[src/rtl/muldiv_pkg.sv]
// Shared definitions for the multiply/divide sequencer: op encodings and FSM states.
// MULDIV_SIGNED_EN (when defined) enables signed ops and the FIX state in the sequencer.
package muldiv_pkg;

  localparam logic [1:0] OP_MULU = 2'd0;
  localparam logic [1:0] OP_DIVU = 2'd1;
  localparam logic [1:0] OP_MUL  = 2'd2;
  localparam logic [1:0] OP_DIV  = 2'd3;

  typedef enum logic [1:0] {
    S_IDLE = 2'd0,
    S_RUN  = 2'd1,
    S_FIX  = 2'd2,
    S_DONE = 2'd3
  } state_e;

endpackage

[src/rtl/muldiv_sequencer_if.sv]
// Request/result bundle between the execute stage (master) and the sequencer (slave).
interface muldiv_sequencer_if #(
  parameter int WIDTH = 32
);
  logic             start;
  logic [1:0]       op;
  logic [WIDTH-1:0] x;
  logic [WIDTH-1:0] y;
  logic             busy;
  logic             done;
  logic [WIDTH-1:0] lo;
  logic [WIDTH-1:0] hi;
  logic             divByZero;

  modport master (
    output start, op, x, y,
    input  busy, done, lo, hi, divByZero
  );

  modport slave (
    input  start, op, x, y,
    output busy, done, lo, hi, divByZero
  );
endinterface

[src/rtl/muldiv_step.sv]
// One combinational iteration on the {hi,lo} accumulator: shift-add for multiply,
// restoring trial-subtract-shift for divide.
module muldiv_step #(
  parameter int WIDTH = 32
) (
  input  logic [2*WIDTH-1:0] acc_i,
  input  logic [WIDTH-1:0]   opnd_i,
  input  logic               is_div_i,
  output logic [2*WIDTH-1:0] acc_o
);

  logic [WIDTH:0] sum;
  logic [WIDTH:0] rem_sh;
  logic [WIDTH:0] diff;

  always_comb begin
    sum    = {1'b0, acc_i[2*WIDTH-1:WIDTH]} + (acc_i[0] ? {1'b0, opnd_i} : '0);
    rem_sh = acc_i[2*WIDTH-1:WIDTH-1];
    diff   = rem_sh - {1'b0, opnd_i};
    if (is_div_i) begin
      // Borrow out of the top bit means the trial subtract failed: restore.
      if (!diff[WIDTH]) acc_o = {diff[WIDTH-1:0], acc_i[WIDTH-2:0], 1'b1};
      else              acc_o = {rem_sh[WIDTH-1:0], acc_i[WIDTH-2:0], 1'b0};
    end else begin
      acc_o = {sum, acc_i[WIDTH-1:1]};
    end
  end

endmodule

[src/rtl/muldiv_sequencer.sv]
// Iterative multiply/divide sequencer, one accumulator bit per cycle.
// Define MULDIV_SIGNED_EN to enable signed MUL/DIV with a sign-fix state.
//
// state  | meaning
// IDLE   | waiting for start; operands latched on accept
// RUN    | WIDTH iterations of muldiv_step
// FIX    | sign correction of the magnitude result (MULDIV_SIGNED_EN only)
// DONE   | results valid, done pulse, back to IDLE
module muldiv_sequencer
  import muldiv_pkg::*;
#(
  parameter int WIDTH = 32
) (
  input logic               clk,
  input logic               rst_n,
  muldiv_sequencer_if.slave bus
);

  localparam int            CW   = $clog2(WIDTH) + 1;
  localparam logic [CW-1:0] LAST = CW'(WIDTH - 1);

  state_e             state_q, state_d;
  logic [CW-1:0]      cnt_q;
  logic [2*WIDTH-1:0] acc_q;
  logic [2*WIDTH-1:0] step_acc;
  logic [2*WIDTH-1:0] res_acc;
  logic [WIDTH-1:0]   opnd_q;
  logic [WIDTH-1:0]   xorig_q;
  logic [WIDTH-1:0]   lo_q;
  logic [WIDTH-1:0]   hi_q;
  logic               is_div_q;
  logic               dbz_q;
  logic               dbz_out_q;
  logic               accept;
  logic               acc_is_div;
  logic [WIDTH-1:0]   mag_x;
  logic [WIDTH-1:0]   mag_y;

  assign accept     = (state_q == S_IDLE) && bus.start;
  assign acc_is_div = (bus.op == OP_DIVU) || (bus.op == OP_DIV);

  muldiv_step #(.WIDTH(WIDTH)) u_step (
    .acc_i   (acc_q),
    .opnd_i  (opnd_q),
    .is_div_i(is_div_q),
    .acc_o   (step_acc)
  );

`ifdef MULDIV_SIGNED_EN
  logic               acc_signed;
  logic               neg_x;
  logic               neg_y;
  logic               neg_lo_q;
  logic               neg_hi_q;
  logic [2*WIDTH-1:0] fix_acc;

  assign acc_signed = (bus.op == OP_MUL) || (bus.op == OP_DIV);
  assign neg_x      = acc_signed & bus.x[WIDTH-1];
  assign neg_y      = acc_signed & bus.y[WIDTH-1];
  assign mag_x      = neg_x ? -bus.x : bus.x;
  assign mag_y      = neg_y ? -bus.y : bus.y;

  always_ff @(posedge clk) begin
    if (!rst_n) begin
      neg_lo_q <= 1'b0;
      neg_hi_q <= 1'b0;
    end else if (accept) begin
      neg_lo_q <= neg_x ^ neg_y;
      neg_hi_q <= neg_x;
    end
  end

  // Quotient sign follows x^y, remainder follows x; a product negates as a whole.
  always_comb begin
    fix_acc = acc_q;
    if (!is_div_q) begin
      if (neg_lo_q) fix_acc = -acc_q;
    end else begin
      if (neg_lo_q) fix_acc[WIDTH-1:0]       = -acc_q[WIDTH-1:0];
      if (neg_hi_q) fix_acc[2*WIDTH-1:WIDTH] = -acc_q[2*WIDTH-1:WIDTH];
    end
  end

  assign res_acc = (state_q == S_FIX) ? fix_acc : step_acc;
`else
  assign mag_x   = bus.x;
  assign mag_y   = bus.y;
  assign res_acc = step_acc;
`endif

  always_ff @(posedge clk) begin
    if (!rst_n) state_q <= S_IDLE;
    else        state_q <= state_d;
  end

  always_comb begin
    state_d = state_q;
    case (state_q)
      S_IDLE: if (bus.start) state_d = S_RUN;
      S_RUN: begin
        if (cnt_q == LAST) begin
`ifdef MULDIV_SIGNED_EN
          state_d = S_FIX;
`else
          state_d = S_DONE;
`endif
        end
      end
      S_FIX:   state_d = S_DONE;
      S_DONE:  state_d = S_IDLE;
      default: state_d = S_IDLE;
    endcase
  end

  always_comb begin
    bus.busy = (state_q != S_IDLE);
    bus.done = (state_q == S_DONE);
  end

  always_ff @(posedge clk) begin
    if (!rst_n) begin
      cnt_q     <= '0;
      acc_q     <= '0;
      opnd_q    <= '0;
      xorig_q   <= '0;
      is_div_q  <= 1'b0;
      dbz_q     <= 1'b0;
      lo_q      <= '0;
      hi_q      <= '0;
      dbz_out_q <= 1'b0;
    end else begin
      if (accept) begin
        cnt_q    <= '0;
        is_div_q <= acc_is_div;
        dbz_q    <= acc_is_div && (bus.y == '0);
        xorig_q  <= bus.x;
        opnd_q   <= acc_is_div ? mag_y : mag_x;
        acc_q    <= {{WIDTH{1'b0}}, (acc_is_div ? mag_x : mag_y)};
      end else if (state_q == S_RUN) begin
        acc_q <= step_acc;
        cnt_q <= cnt_q + CW'(1);
      end
      // Results register on the way into DONE and hold until the next op finishes.
      if (state_d == S_DONE) begin
        lo_q      <= dbz_q ? '1 : res_acc[WIDTH-1:0];
        hi_q      <= dbz_q ? xorig_q : res_acc[2*WIDTH-1:WIDTH];
        dbz_out_q <= dbz_q;
      end
    end
  end

  assign bus.lo        = lo_q;
  assign bus.hi        = hi_q;
  assign bus.divByZero = dbz_out_q;

endmodule
[src/flat_wrapper.sv]
// flat-port wrapper written by rule: the top's interface ports become plain ports
module muldiv_sequencer_flat import muldiv_pkg::*;
#(
  parameter int WIDTH = 32
)
  (clk, rst_n, bus_start, bus_op, bus_x, bus_y, bus_busy, bus_done, bus_lo, bus_hi, bus_divByZero);
  muldiv_sequencer_if #(.WIDTH(WIDTH)) bus_i ();
  input logic clk;
  input logic rst_n;
  input wire logic [$bits(bus_i.start)-1:0] bus_start;
  input wire logic [$bits(bus_i.op)-1:0] bus_op;
  input wire logic [$bits(bus_i.x)-1:0] bus_x;
  input wire logic [$bits(bus_i.y)-1:0] bus_y;
  output wire logic [$bits(bus_i.busy)-1:0] bus_busy;
  output wire logic [$bits(bus_i.done)-1:0] bus_done;
  output wire logic [$bits(bus_i.lo)-1:0] bus_lo;
  output wire logic [$bits(bus_i.hi)-1:0] bus_hi;
  output wire logic [$bits(bus_i.divByZero)-1:0] bus_divByZero;
  assign bus_i.start = bus_start;
  assign bus_i.op = bus_op;
  assign bus_i.x = bus_x;
  assign bus_i.y = bus_y;
  assign bus_busy = bus_i.busy;
  assign bus_done = bus_i.done;
  assign bus_lo = bus_i.lo;
  assign bus_hi = bus_i.hi;
  assign bus_divByZero = bus_i.divByZero;
  muldiv_sequencer #(.WIDTH(WIDTH)) u_core (.clk(clk), .rst_n(rst_n), .bus(bus_i));
endmodule
[config.mk]
export PLATFORM = sky130hd
export DESIGN_NAME = muldiv_sequencer_flat
export DESIGN_NICKNAME = d
export VERILOG_FILES = /design/src/rtl/muldiv_pkg.sv /design/src/rtl/muldiv_sequencer_if.sv /design/src/rtl/muldiv_step.sv /design/src/rtl/muldiv_sequencer.sv /design/src/flat_wrapper.sv
export SDC_FILE = /design/constraint.sdc
export NUM_CORES = 1
export LEC_CHECK = 0
export CAP_MARGIN = 20
export CORE_MARGIN = 2
export CORE_UTILIZATION = 45
export DETAILED_ROUTE_END_ITERATION = 10
export PLACE_DENSITY = 0.66
export SLEW_MARGIN = 20
export SYNTH_ARGS = -nofsm -noshare
export SYNTH_HDL_FRONTEND = slang
export SYNTH_SLANG_ARGS = --single-unit
[constraint.sdc]
create_clock -name clk -period 4.55 [get_ports clk]
set_input_delay 0.91 -clock clk [delete_from_list [all_inputs] [get_ports clk]]
set_output_delay 0.91 -clock clk [all_outputs]
set_load 0.05 [all_outputs]
==> out/results.txt <==
Status: finished clean
Die width: 175.9 um
EDFF count, synth: 0
Worst-case hold path end point: u_core.xorig_q[15]
CTS-repair resized insts: 0
DRT antenna net count: 0
CTS sink cnt: 203
Hold_sp: u_core.xorig_q[15]
Peak VDD IR: 0.3066 mV
Vias per cell: 5.822
Global-route wire length before repair: 65230 um
GP Congestion: 0.9037
RR Startpoint: u_core.acc_q[31]
Layout Skew: 0.01347 ns
Area contributors post-synth: dfxtp_1 (31%), a21oi_1 (8.3%), mux2i_1 (7.7%), nor2_1 (7.3%), ha_1 (6.6%)
Synth Warn #: 0
DR WL/cell: 18.65 um
Cell variety after synth: 69
Ys flop type: dfxtp_1
Area leader, netlist: dfxtp_1
Fill count: 2723
Total CTS buffers: 24
Pleak: 6.137 nW
Number of vias in the routed layout: 12.84k
Clk pin slew, worst setup/hold paths: 0.06 ns
Worst skew pair latency: 0.52 ns
Clock period minus final worst setup slack: 3.933 ns
Sequential area share after synthesis: 0.3056
#FFs+latches synth: 203
Ant diodes: 0
Final wirelength: 41120 um
I/O pin count: 136
Initial Util: 0.4595
Cell total after placement: 2162
Crit-path max FO: 8
Initial drt markers: 1132
Post-Syn Area: 13300 um^2
Final cell count without fillers: 2205
Vias in the first global route: 12.10k
CP most frequent cell: o21a_1
Grt total ovfl: 0
Root Driver: clkbuf_16
Final-report hold violation count: 0
DP Wirelength: 30360 um
CTS H-Tree Depth: 1
Actual slew at the worst max-slew pin: 0.8627 ns
CP arrival: 4.29 ns
Hold depth: 2
CTS tree: done
Final core occ: 0.5414
Register-to-register setup slack: 0.62 ns
CORE AREA: 28940 um^2
Achievable Freq: 0.2543 GHz
CP required: 4.91 ns
RR Endpoint: u_core.bus.hi[18]
Cells after Synth: 1737
Initial antenna violation count: 0
Critical path endpoint category: register
Final setup viols: 0
Cell with the most instances after synthesis: nor2_1
Largest net degree at the start of global routing: 72
Final period utilization: 0.8644
Slowest CP cell: fa_1
Register area: 4068 um^2
R2r worst-path depth: 14
Die outline height: 175.9 um
RSZ-0062 raised after global routing: false
Die area: 30940 um^2
Post-synth net total: 1878
CTS Buffer Depth: 3
Total GRT Usage: 0.2598
Drc violations: 0
Pwr Density: 337.4 nW/um^2
Drt pass-1 iters: 5
Max-cap violations: 0
Crit path kind: reg -> reg
Max-slew violation count: 0
Most frequent cells after synthesis: nor2_1 (260), a21oi_1 (221), dfxtp_1 (203)
Slew headroom: 0.4227
Layout cells sized above 1: 0.05986
Slowest stage delay, CP: 0.42 ns
Final nets: 1945
Cts hold-fix bufs: 0
Port buffer count: 134
Post-CTS Setup Bufs: 0
FP Rows: 62
CP Cell Sequence: inv_1 > ha_1 > fa_1 > nor2b_1 > o31a_2 > o211ai_1 > o21a_1 > o21a_1 > a211oi_4 > xor2_2 > buf_4 > mux2_2 > mux2i_1 > o221ai_1
Synth top area share: 0.3056
Async SR Flop Fraction: 0
Setup crit start kind: register
Multi-input logic area: 8583 um^2
Hold WC Path Type: reg -> reg
Sum Neg Setup Slack: 0 ns
Area grow syn2layout: 17.82%
Synthesized area per cell: 7.655 um^2
-- worst max-delay path, delay by kind of cell (launching register included) --
family	cells	cell delay, ns
compound gates	6	1.33
fa+ha+maj	2	0.63
mux	2	0.57
xor+xnor	1	0.41
flops	1	0.33
buf+inv	2	0.31
simple gates	1	0.19
-- routing by layer --
| metal | part of all wire | wire (um) | vias up | track usage |
|---|---|---|---|---|
| met4 | 0.017 | 686 | 0 | 0.05028 |
| li1 | - | - | 6378 | - |
| met3 | 0.072 | 2958 | 53 | 0.03485 |
| met1 | 0.48 | 19710 | 6000 | 0.3856 |
| met5 | 0 | 0 | - | 0 |
| met2 | 0.43 | 17760 | 407 | 0.4029 |
-- worst max-delay path by stage --
stage                      from                end  cells after the start
2_1_floorplan  u_core.acc_q[31]   u_core.bus.hi[3]                     13
5_1_grt        u_core.acc_q[31]  u_core.bus.hi[18]                     14
6_report       u_core.acc_q[31]  u_core.bus.hi[18]                     14
3_5_place_dp   u_core.acc_q[31]  u_core.bus.hi[18]                     14
3_3_place_gp   u_core.acc_q[31]  u_core.bus.hi[14]                     14
4_1_cts        u_core.acc_q[31]  u_core.bus.hi[18]                     14
-- logic make-up after synthesis --
| family | synth area share |
|---|---|
| adder cells (fa/ha/maj) | 0.06888 |
| AO/OA/AOI/OAI | 0.2527 |
| flip-flops | 0.3056 |
| buffers and inverters | 0.05110 |
| XOR/XNOR | 0.03482 |
| multiplexers | 0.09626 |
| AND/OR/NAND/NOR | 0.1906 |
-- flip-flops by register name, indices dropped and copies added (netlist names) --
signal,count
u_core.acc_q,64
u_core.bus.hi,32
u_core.bus.lo,32
u_core.opnd_q,32
u_core.xorig_q,32
u_core.cnt_q,6
u_core.state_q,2
u_core.bus.divByZero,1
u_core.dbz_q,1
u_core.is_div_q,1
-- where the power goes --
group          internal, mW  switching [mW]
logic                 0.589           0.836
registers              1.88           0.116
clock network          1.10           0.766
total                  3.57            1.72
-- metrics by stage --
step / total power, mW / hold slack [ns] / setup WS, ns / cell area, um^2
global route: 5.543 / 0.4742 / 0.3846 / 15670
floorplan: 3.025 / 0.4324 / 1.210 / 13300
CTS: 5.294 / 0.4520 / 0.6074 / 15670
global placement: 3.406 / 0.4396 / 0.6924 / 14890
detailed placement: 3.424 / 0.4439 / 0.6315 / 14890
finish: 5.285 / 0.4515 / 0.6172 / 15670
-- cell type report --
class                   instances  share of cell area
multi-input cells            1358              0.5479
flip-flops and latches        203              0.2596
repair buffers                163             0.09935
clock buffers                  34             0.04600
well taps                     384             0.03067
inverters                      54             0.01310
clock inverters                 9            0.003354
-- layout by cell type, fill, tap and decap left out, types with 4 or more instances in the layout --
cell,netlist,final
inv_1,53,53
or3_1,13,13
a21o_1,26,26
o2111ai_1,4,4
nor2b_1,9,9
clkinv_2,0,7
a211oi_1,58,58
nor3_1,21,21
xnor2_1,33,33
o31ai_1,5,5
a21oi_1,221,221
nand2b_1,16,16
and3_1,4,4
or2_2,4,4
and2_1,39,38
mux2i_1,102,102
nor4_1,7,7
dfxtp_1,203,202
a211o_1,4,4
ha_1,70,69
buf_4,0,30
nand2_1,131,130
nand3b_1,6,6
o21a_1,15,15
a31oi_1,10,10
clkbuf_1,104,4
a311oi_1,37,37
mux2_2,23,23
nand4_1,17,17
clkbuf_8,0,4
o211ai_1,18,18
xor2_1,18,18
clkdlybuf4s50_1,0,133
o21ai_0,101,101
nor2_1,260,259
o21bai_1,7,7
clkbuf_16,0,26
nand3_1,28,28
(Power assumes the default switching activity.)
